**src/rtl/mem_block_mover.sv**
```systemverilog
// mem_block_mover: block copy/fill engine driving a single-port memory with a registered, glitch-free write strobe
module mem_block_mover #(
  parameter int N = 10,
  parameter int M = 16
) (
  input  logic         clk,
  input  logic         rst_n,
  input  logic         i_start,
  input  logic         i_fill,
  input  logic [N-1:0] i_src_addr,
  input  logic [N-1:0] i_dst_addr,
  input  logic [N:0]   i_length,
  input  logic [M-1:0] i_fill_value,
  output logic         o_busy,
  output logic         o_done,
  output logic         o_mem_we,
  output logic [N-1:0] o_mem_address,
  output logic [M-1:0] o_mem_write_data,
  input  logic [M-1:0] i_mem_read_data
);
  typedef enum logic [2:0] {IDLE, READ, SETUP, STROBE, HOLD, DONE} state_t;
  state_t       r_state;
  logic         r_fill;
  logic [N-1:0] r_src;
  logic [N-1:0] r_dst;
  logic [N:0]   r_len;
  logic [N:0]   r_idx;
  logic [M-1:0] r_fval;
  logic         r_busy;
  logic         r_done;
  logic         r_we;
  logic [N-1:0] r_addr;
  logic [M-1:0] r_wdata;
  logic [N:0]   w_idx_next;
  logic [N-1:0] w_next_src;
  logic [N-1:0] w_cur_dst;
  assign w_idx_next = r_idx + 1'b1;
  assign w_next_src = r_src + w_idx_next[N-1:0];
  assign w_cur_dst  = r_dst + r_idx[N-1:0];
  assign o_busy           = r_busy;
  assign o_done           = r_done;
  assign o_mem_we         = r_we;
  assign o_mem_address    = r_addr;
  assign o_mem_write_data = r_wdata;
  // Sequencer: each word is READ, SETUP, STROBE, HOLD so address/data settle a full cycle around the WE edges
  always_ff @(posedge clk or negedge rst_n) begin
    if (!rst_n) begin
      r_state <= IDLE;
      r_fill  <= 1'b0;
      r_src   <= '0;
      r_dst   <= '0;
      r_len   <= '0;
      r_idx   <= '0;
      r_fval  <= '0;
      r_busy  <= 1'b0;
      r_done  <= 1'b0;
      r_we    <= 1'b0;
      r_addr  <= '0;
      r_wdata <= '0;
    end else begin
      r_done <= 1'b0;
      r_we   <= 1'b0;
      case (r_state)
        IDLE: if (i_start) begin
          r_fill <= i_fill;
          r_src  <= i_src_addr;
          r_dst  <= i_dst_addr;
          r_len  <= i_length;
          r_fval <= i_fill_value;
          r_idx  <= '0;
          r_busy <= 1'b1;
          if (i_length == '0) begin
            r_state <= DONE;
            r_done  <= 1'b1;
          end else begin
            r_state <= READ;
            r_addr  <= i_src_addr;
          end
        end
        READ: begin
          r_wdata <= r_fill ? r_fval : i_mem_read_data;
          r_addr  <= w_cur_dst;
          r_state <= SETUP;
        end
        SETUP: begin
          r_we    <= 1'b1;
          r_state <= STROBE;
        end
        STROBE: r_state <= HOLD;
        HOLD: begin
          r_idx <= w_idx_next;
          if (w_idx_next == r_len) begin
            r_state <= DONE;
            r_done  <= 1'b1;
          end else begin
            r_state <= READ;
            r_addr  <= w_next_src;
          end
        end
        DONE: begin
          r_busy  <= 1'b0;
          r_state <= IDLE;
        end
        default: r_state <= IDLE;
      endcase
    end
  end
endmodule
```
**config.mk**
```make
export PLATFORM = sky130hd
export DESIGN_NAME = mem_block_mover
export DESIGN_NICKNAME = d
export VERILOG_FILES = /design/src/rtl/mem_block_mover.sv
export SDC_FILE = /design/constraint.sdc
export NUM_CORES = 1
export LEC_CHECK = 0
export CAP_MARGIN = 40
export CORE_MARGIN = 8
export CORE_UTILIZATION = 53
export DETAILED_ROUTE_END_ITERATION = 6
export PLACE_DENSITY = 0.81
export SLEW_MARGIN = 40
export SYNTH_ARGS = -nofsm -noshare
export SYNTH_HDL_FRONTEND = slang
export SYNTH_SLANG_ARGS = --single-unit
```
**constraint.sdc**
```tcl
create_clock -name clk -period 3.2 [get_ports clk]
set_input_delay 0.64 -clock clk [delete_from_list [all_inputs] [get_ports clk]]
set_output_delay 0.64 -clock clk [all_outputs]
set_load 0.02 [all_outputs]
```
# --- Word-level counts from Yosys, hierarchy flattened ---
# Index checks and enable logic that the tools add are counted.
word_totals:
  rom_bits: 0
  memories: 0
  elab_cells: 51
  mem_bits_rw: 0
  output_inout_bits: 29
  regBits: 91
  latchBits: 0
  in_bits: 67
op_classes:
  n_bitwise: 0
  magnitude_cmp: 0
  shifts: 0
  div: 0
  reduce_logical: 9
  add_sub_neg: 3
  n_mul: 0
  eq_ne: 9
  mux: 18
op_table:
  columns: ["op", "count"]
  rows:
  - ["2-to-1 mux 10 bit", 3]
  - ["case mux 10 bit (3 select lines)", 1]
  - ["case mux 11 bit (2 select lines)", 1]
  - ["adder 10 bit", 2]
  - ["2-to-1 mux 16 bit", 1]
  - ["case mux 3 bit (5 select lines)", 1]
  - ["adder 11 x 1 -> 11 bit (second input constant)", 1]
  - ["== test 11 bit", 1]
  - ["zero test 11 bit", 1]
  - ["2-to-1 mux 11 bit", 1]
  - ["2-to-1 mux 3 bit", 3]
  - ["== test 3 x 2 -> 1 bit (second input constant)", 2]
  - ["== test 3 bit (second input constant)", 2]
  - ["!= test 2 bit (second input constant)", 3]
  - ["AND reduction 2 bit", 3]
  - ["2-to-1 mux 1 bit", 5]
  - ["case mux 1 bit (2 select lines)", 2]
  - ["AND reduction 4 bit", 1]
  - ["nonzero test 2 bit", 2]
  - ["== test 3 x 1 -> 1 bit (second input constant)", 1]
  - ["zero test 3 bit", 1]
  - ["nonzero test 3 bit", 1]

# --- Depth between registers and ports, before layout ---
# Gate-level depths: netlist of the first run.
depth:
  depth_word: 4
  ltp_mapped: 12
  mapped_depth_nobuf: 12

# --- Worst setup path before layout of the first run ---
# No wires, ideal clock.
synth_path:
  path_type: "register -> register"
  from: "register r_idx[0]"
  to: "register r_addr[9], in the netlist o_mem_address[9]"
  arrival_time_ns: 2.706
  synth_period_minus_slack_ns: 2.830
  path_buffers: 1
  setup_time_ns: 0.125
  path_stages_with_launch: 13
  required_ns: 3.075
  slack_ns: 0.370
  path_cell_list: "dfrtp_1 and3_4 and3_1 buf_6 xor2_1 ha_1 nor3_1 o21ai_0 o2111ai_1 nand2_1 a41o_1 or4_1 mux2_2"
synth_between:
  elab_chain_cells: 4
  elab_cells_between_ends: 8
  cone_classes: "add/sub: 3; eq/ne: 2; mux: 2; reduce/logical: 1"
synth_lines:
  columns: ["element", "line_no", "rtl"]
  rows:
  - ["from (decl)", "27", "logic [N:0] r_idx;"]
  - ["from (signal assigned)", "91", "r_idx <= w_idx_next;"]
  - ["adder 11 x 1 -> 11 bit", "37", "assign w_idx_next = r_idx + 1'b1;"]
  - ["adder 10 bit or == test 11 bit (tied branches)", "38, 92", null]
  - ["2-to-1 mux 10 bit or != test 2 bit (tied branches)", null, null]
  - ["case mux 10 bit (3 select lines) or AND reduction 4 bit (tied branches)", null, null]
  - ["to (signal assigned)", "77", "r_addr <= i_src_addr;"]
  - ["to (signal assigned)", "82", "r_addr <= w_cur_dst;"]
  - ["to (signal assigned)", "97", "r_addr <= w_next_src;"]
  - ["to (decl)", "32", "logic [N-1:0] r_addr;"]
# Several ways; a longest one is shown, not always the timed one. The select of a mux whose other input is x is not followed.
# A chain may end at the register's enable or synchronous reset.

# --- Worst setup path in the final report of the first run ---
# Same ends and word-level chain as after synthesis.

==> flow_metrics.env, run 1 <==
export IMPL_final_layout_size_suffix_gt1_share_pct=17.68
export IMPL_via_per_inst=5.738
export IMPL_synth_fp_nets=564
export IMPL_crit_type="reg -> reg"
export IMPL_ctsHoldBuffers=0
export IMPL_holdWs_ns=0.2816
export IMPL_arrival_ns=3.29
export IMPL_die_area_sq_um=12940
export IMPL_fin_skew_ns=0.01176
export IMPL_synth_ff_type="dfrtp_1"
export IMPL_cp_start_kind="flop"
export IMPL_power_total_w=0.005820
export IMPL_p_int_w=0.003495
export IMPL_p_leak_nw=2.755
export IMPL_worstMarginPinSlew_ns=0.6261
export IMPL_p_sw_share_pct=39.94
export IMPL_htreeDepth=3
export IMPL_cp_max_fo=8
export IMPL_vias=4051
export IMPL_wl_per_cell_um=17.88
export IMPL_die_h_um=113.7
export IMPL_setup_viol=0
export IMPL_ys_seq_area_share_pct=44.97
export IMPL_grt_first_pass_wirelength_um=20860
export IMPL_grt_total_usage_pct=20.26
export IMPL_place_congestion=0.9325
export IMPL_rows=35
export IMPL_grt_pass1_vias=4217
export IMPL_peakVddDrop_mv=0.5855
export IMPL_period_share_pct=94.82
export IMPL_end_kind="flop"
export IMPL_synth_async_sr_flop_share_pct=100.0
export IMPL_core_area_sq_um=9240
export IMPL_cts_setup_buffers=0
export IMPL_wirelength_um=12620
export IMPL_tns_ns=0
export IMPL_cts_tree="built"
export IMPL_layout_nets=661
export IMPL_io_buffers=95
export IMPL_combPwrFrac_pct=51.2
export IMPL_hold_viol=0
export IMPL_status="finished clean"
export IMPL_switchingPower_w=0.002325
export IMPL_fin_area_sq_um=6374
export IMPL_min_period_ns=3.034
export IMPL_pin_count=96
export IMPL_synth_distinct_cells=56
export IMPL_antenna_found_initial=0
export IMPL_multi_input_area_sq_um=2648
export IMPL_clock_latency_ns=0.37
export IMPL_drc_errors=0
export IMPL_drv_slew=0
export IMPL_start_util_pct=54.80
export IMPL_cap_violations=0
export IMPL_drt_iter0_drc=286
export IMPL_synth_edff_count=0
export IMPL_post_dp_hpwl_um=9719
export IMPL_min_path_type="in -> async"
export IMPL_clock_tree_buffer_depth=2
export IMPL_mostFrequentLayoutCells="94 x clkdlybuf4s50_1, 87 x dfrtp_1, 56 x mux2_2, 46 x nand2_1, 46 x o21ai_0"
export IMPL_clkTransAtPathRegs_ns=0.10
export IMPL_max_slew_margin_pct=57.18
export IMPL_grt_overflow_total=0
export IMPL_syn_inst=475
export IMPL_crit_required_ns=3.45
export IMPL_final_common_cell="clkdlybuf4s50_1"
export IMPL_ys_warnings_count=0
export IMPL_synthToLayoutAreaGrowth_pct=25.87
export IMPL_seq_area_sq_um=2282
export IMPL_grt_max_degree=52
export IMPL_avgSynthCellArea_sq_um=10.66
export IMPL_die_x_um=113.7
export IMPL_ant_nets=0
export IMPL_fillerInstances=697
export IMPL_cts_root_buffer="clkbuf_8"
export IMPL_dpl_instance_area_sq_um=6183
export IMPL_pwr_share_seq_pct=36.0
export IMPL_postLayoutCoreUtil_pct=68.98
export IMPL_rsz0062_at_grt="no"
export IMPL_ys_ff_latch=91
export IMPL_power_density_nw_per_um2=913.2
export IMPL_max_freq_mhz=329.6
export IMPL_cts_sinks=91
export IMPL_dr_pass1_iters=5
export IMPL_syn_area_sq_um=5064
export IMPL_n_antenna_cell=0
export IMPL_power_frac_clock_pct=12.8
export IMPL_cts_made_buffers=9
-- sequential cells by signal (all words and copies together) (netlist names) --
| name | count |
|---|---|
| o_mem_we | 1 |
| r_src | 10 |
| o_busy | 1 |
| o_mem_write_data | 16 |
| r_fill | 1 |
| r_dst | 10 |
| r_state | 3 |
| o_mem_address | 10 |
| r_len | 11 |
| r_idx | 11 |
| o_done | 1 |
| r_fval | 16 |
-- worst max-delay path, stage by stage (launching register included) --
cell and delay, ns:
dfrtp_2 0.46, ha_1 0.25, nand2_1 0.13, nor2_1 0.23
xnor2_1 0.22, inv_1 0.08, ha_1 0.32, o2111ai_1 0.11
nand2_1 0.10, a41o_1 0.23, or4_1 0.52, mux2_2 0.28
-- cell type report --
| class | count | area share, % |
|---|---|---|
| Clock inverter | 6 | 0.8834 |
| Sequential cell | 91 | 35.81 |
| Clock buffer | 10 | 2.002 |
| Tap cell | 129 | 2.532 |
| Timing Repair Buffer | 109 | 16.53 |
| Inverter | 12 | 0.7067 |
| Multi-Input combinational cell | 349 | 41.54 |
-- metal layers --
metal	part of all wire [%]	vias up	global-route usage (%)
li1	-	1895	-
met5	0	-	0
met2	47	161	33.37
met1	40	1964	22.88
met4	2.8	0	7.105
met3	10	31	8.875
-- final timing paths --
kind                                           from                  end  cells past startpoint  slack (ns)
worst max-delay path                       r_idx[0]     o_mem_address[9]                     11        0.17
worst min-delay path                          rst_n             r_dst[0]                      1        0.28
worst max register to register             r_idx[0]     o_mem_address[9]                     11        0.17
worst min register to register  o_mem_write_data[6]  o_mem_write_data[6]                      2        0.49
max in group asynchronous                     rst_n           r_state[1]                      2        2.14
min in group clk                o_mem_write_data[6]  o_mem_write_data[6]                      2        0.49
-- cell usage after synthesis, types with 4 or more instances --
master / number / area share [%]
a21oi_1: 13 / 1.3
o31ai_1: 4 / 0.59
inv_1: 12 / 0.89
dfrtp_1: 91 / 45
nor3_1: 6 / 0.59
ha_1: 20 / 4.9
nand2b_1: 5 / 0.62
nand2_1: 46 / 3.4
clkbuf_1: 17 / 1.3
nor2b_1: 4 / 0.49
nand3_1: 9 / 0.89
o22ai_1: 5 / 0.62
nor2_1: 21 / 1.6
a21o_1: 4 / 0.59
mux2_2: 56 / 12
a22oi_1: 4 / 0.59
a211oi_1: 5 / 0.74
o21ai_0: 46 / 4.5
mux2i_1: 18 / 3.6
xor2_1: 11 / 1.9
xnor2_1: 25 / 4.3
-- repair_timing --
| item | 4_1_cts | 5_1_grt |
|---|---|---|
| gates resized for setup | 0 | 4 |
| hold endpoints to repair | 0 | 0 |
| endpoints found under the setup margin | 0 | 1 |
-- cell families (layout without fill, tap and decap cells) --
| kind of cell | Yosys count | in the layout | synth area share (%) |
|---|---|---|---|
| AND/OR/NAND/NOR | 113 | 113 | 10.65 |
| AO/OA/AOI/OAI | 104 | 104 | 13.47 |
| flip-flops | 91 | 91 | 44.97 |
| multiplexers | 74 | 74 | 16.01 |
| XOR/XNOR | 36 | 36 | 6.227 |
| buffers and inverters | 35 | 137 | 2.940 |
| adder cells (fa/ha/maj) | 22 | 22 | 5.733 |
-- through the flow --
stage / worst slack [ns] / cells
floorplan: 0.3697 / 475
global placement: 0.2658 / 690
detailed placement: 0.1394 / 690
CTS: 0.1248 / 706
global route: 0.003555 / 706
finish: 0.1658 / 706
-- power groups by stage --
stage / Combinational [W] / Clock [W] / Sequential (W)
after floorplan: 0.00185 / 0 / 0.00216
after global placement: 0.00289 / 0 / 0.00208
after detailed placement: 0.00299 / 0 / 0.00211
after CTS: 0.00300 / 0.000760 / 0.00209
after global routing: 0.00326 / 0.000811 / 0.00216
final: 0.00298 / 0.000742 / 0.00210
Power figures use the tool's default switching activity.
==> inputs of run 2 (changes only) <==
Settings changed: CAP_MARGIN 40 to 10.
==> results of run 2 <==
No change in the layout: final DEF, timing and power equal those of run 1.
==> inputs of run 3 (changes only) <==
Settings changed: CTS_CLUSTER_SIZE set to 40, MAX_ROUTING_LAYER set to met4, SKIP_CTS_REPAIR_TIMING set to 1.
==> flow_metrics.env, run 3 (synthesis results as in run 1) <==
export IMPL_drt_iter0_drc=212
export IMPL_cp_max_fo=8
export IMPL_layout_nets=662
export IMPL_p_sw_share_pct=39.27
export IMPL_reg2reg_from="r_idx[0]"
export IMPL_crit_required_ns=3.47
export IMPL_die_area_sq_um=12940
export IMPL_stdcell_count=707
export IMPL_end_kind="flop"
export IMPL_combPwrFrac_pct=50.8
export IMPL_grt_pass1_vias=4198
export IMPL_clock_tree_buffer_depth=2
export IMPL_critPathMaxStageDelay_ns=0.53
export IMPL_multi_input_area_sq_um=2645
export IMPL_cts_made_buffers=9
export IMPL_dr_pass1_iters=5
export IMPL_max_freq_mhz=324.0
export IMPL_power_density_nw_per_um2=915.6
export IMPL_grt_total_usage_pct=20.99
export IMPL_dp_cells=691
export IMPL_cts_sinks=91
export IMPL_die_h_um=113.7
export IMPL_switchingPower_w=0.002304
export IMPL_die_x_um=113.7
export IMPL_via_per_inst=5.552
export IMPL_cts_tree="built"
export IMPL_drc_errors=0
export IMPL_pwr_share_seq_pct=35.5
export IMPL_clkTransAtPathRegs_ns=0.10
export IMPL_post_dp_hpwl_um=9669
export IMPL_worstMarginPinSlew_ns=0.6142
export IMPL_vias=3925
export IMPL_fillerInstances=720
export IMPL_rsz0062_at_grt="no"
export IMPL_setup_viol=0
export IMPL_min_path_type="in -> async"
export IMPL_mostFrequentLayoutCells="94 x clkdlybuf4s50_1, 88 x dfrtp_1, 56 x mux2_2, 46 x nand2_1, 46 x o21ai_0"
export IMPL_slowest_stage="or4_1"
export IMPL_seq_area_sq_um=2281
export IMPL_final_layout_size_suffix_gt1_share_pct=17.47
export IMPL_core_area_sq_um=9240
export IMPL_crit_type="reg -> reg"
export IMPL_cp_start_kind="flop"
export IMPL_worstPathCellList="ha_1 -> xor2_1 -> ha_1 -> o21ai_0 -> o21ai_0 -> o2111ai_1 -> nand2_1 -> a41o_1 -> or4_1 -> mux2_2"
export IMPL_period_share_pct=96.45
export IMPL_wl_per_cell_um=18.00
export IMPL_antenna_found_initial=0
export IMPL_cap_violations=0
export IMPL_pin_count=96
export IMPL_rows=35
export IMPL_status="finished clean"
export IMPL_path_buf_inv=0
export IMPL_clock_latency_ns=0.37
export IMPL_arrival_ns=3.35
export IMPL_io_buffers=95
export IMPL_p_int_w=0.003564
export IMPL_final_common_cell="clkdlybuf4s50_1"
export IMPL_power_frac_clock_pct=13.7
export IMPL_p_leak_nw=2.771
export IMPL_peakVddDrop_mv=0.4775
export IMPL_reg2regPathDepth=10
export IMPL_drv_slew=0
export IMPL_fin_skew_ns=0.01623
export IMPL_htreeDepth=3
export IMPL_min_period_ns=3.086
export IMPL_r2r_setup_slack_ns=0.11
export IMPL_crit_family="compound AO/OA/AOI/OAI gates"
export IMPL_tns_ns=0
export IMPL_n_antenna_cell=0
export IMPL_hold_viol=0
export IMPL_place_congestion=0.9213
export IMPL_ant_nets=0
export IMPL_grt_overflow_total=0
export IMPL_r2r_end="o_mem_address[9]"
export IMPL_synthToLayoutAreaGrowth_pct=26.56
export IMPL_start_util_pct=54.80
export IMPL_grt_max_degree=59
export IMPL_wirelength_um=12730
export IMPL_max_slew_margin_pct=58.96
export IMPL_cts_root_buffer="clkbuf_8"
export IMPL_grt_first_pass_wirelength_um=21050
[run 3: metal layers]
| metal | wire [um] | track usage [%] | up-vias |
|---|---|---|---|
| met1 | 5680 | 26.12 | 1890 |
| li1 | - | - | 1897 |
| met3 | 831 | 6.233 | 16 |
| met2 | 6052 | 32.78 | 122 |
| met5 | 0 | - | - |
| met4 | 165 | 5.417 | 0 |
[run 3: power groups by stage]
stage	sequential [W]	combinational, W	clock (W)
finish	0.00208	0.00298	0.000805
global placement	0.00209	0.00290	0
floorplan	0.00216	0.00185	0
global route	0.00215	0.00326	0.000866
CTS	0.00209	0.00300	0.000819
detailed placement	0.00211	0.00299	0
[run 3: layout make-up]
| cell class | count | share of cell area (%) |
|---|---|---|
| Clock buffer | 10 | 1.991 |
| Multi-Input combinational cell | 349 | 41.27 |
| Inverter | 12 | 0.7029 |
| Clock inverter | 6 | 1.113 |
| Timing Repair Buffer | 110 | 16.81 |
| Sequential cell | 91 | 35.59 |
| Tap cell | 129 | 2.519 |
[run 3: worst max-delay path by stage]
| stage | end | start | depth (start not counted) | slack (ns) |
|---|---|---|---|---|
| final | o_mem_address[9] | r_idx[0] | 10 | 0.11 |
| after global routing | o_mem_address[9] | r_idx[0] | 10 | 0.02 |
| after CTS | o_mem_address[9] | r_idx[0] | 11 | 0.13 |
| after detailed placement | o_mem_address[9] | r_idx[0] | 11 | 0.14 |
| after global placement | o_mem_address[9] | r_idx[0] | 11 | 0.22 |
| after floorplan | o_mem_address[9] | r_idx[0] | 12 | 0.37 |
[run 3: stage by stage]
step / hold WS, ns / utilization (%) / power [W] / area (sq um) / worst slack (ns)
6_report: 0.2419 / 69.36 / 0.005868 / 6409 / 0.1136
3_5_place_dp: 0.4746 / 67.14 / 0.005097 / 6203 / 0.1412
2_1_floorplan: 0.3444 / - / 0.004016 / 5064 / 0.3697
5_1_grt: 0.2654 / 69.36 / 0.006278 / 6409 / 0.02241
3_3_place_gp: 0.4620 / 67.12 / 0.004988 / 6202 / 0.2154
4_1_cts: 0.3698 / 69.29 / 0.005908 / 6402 / 0.1262
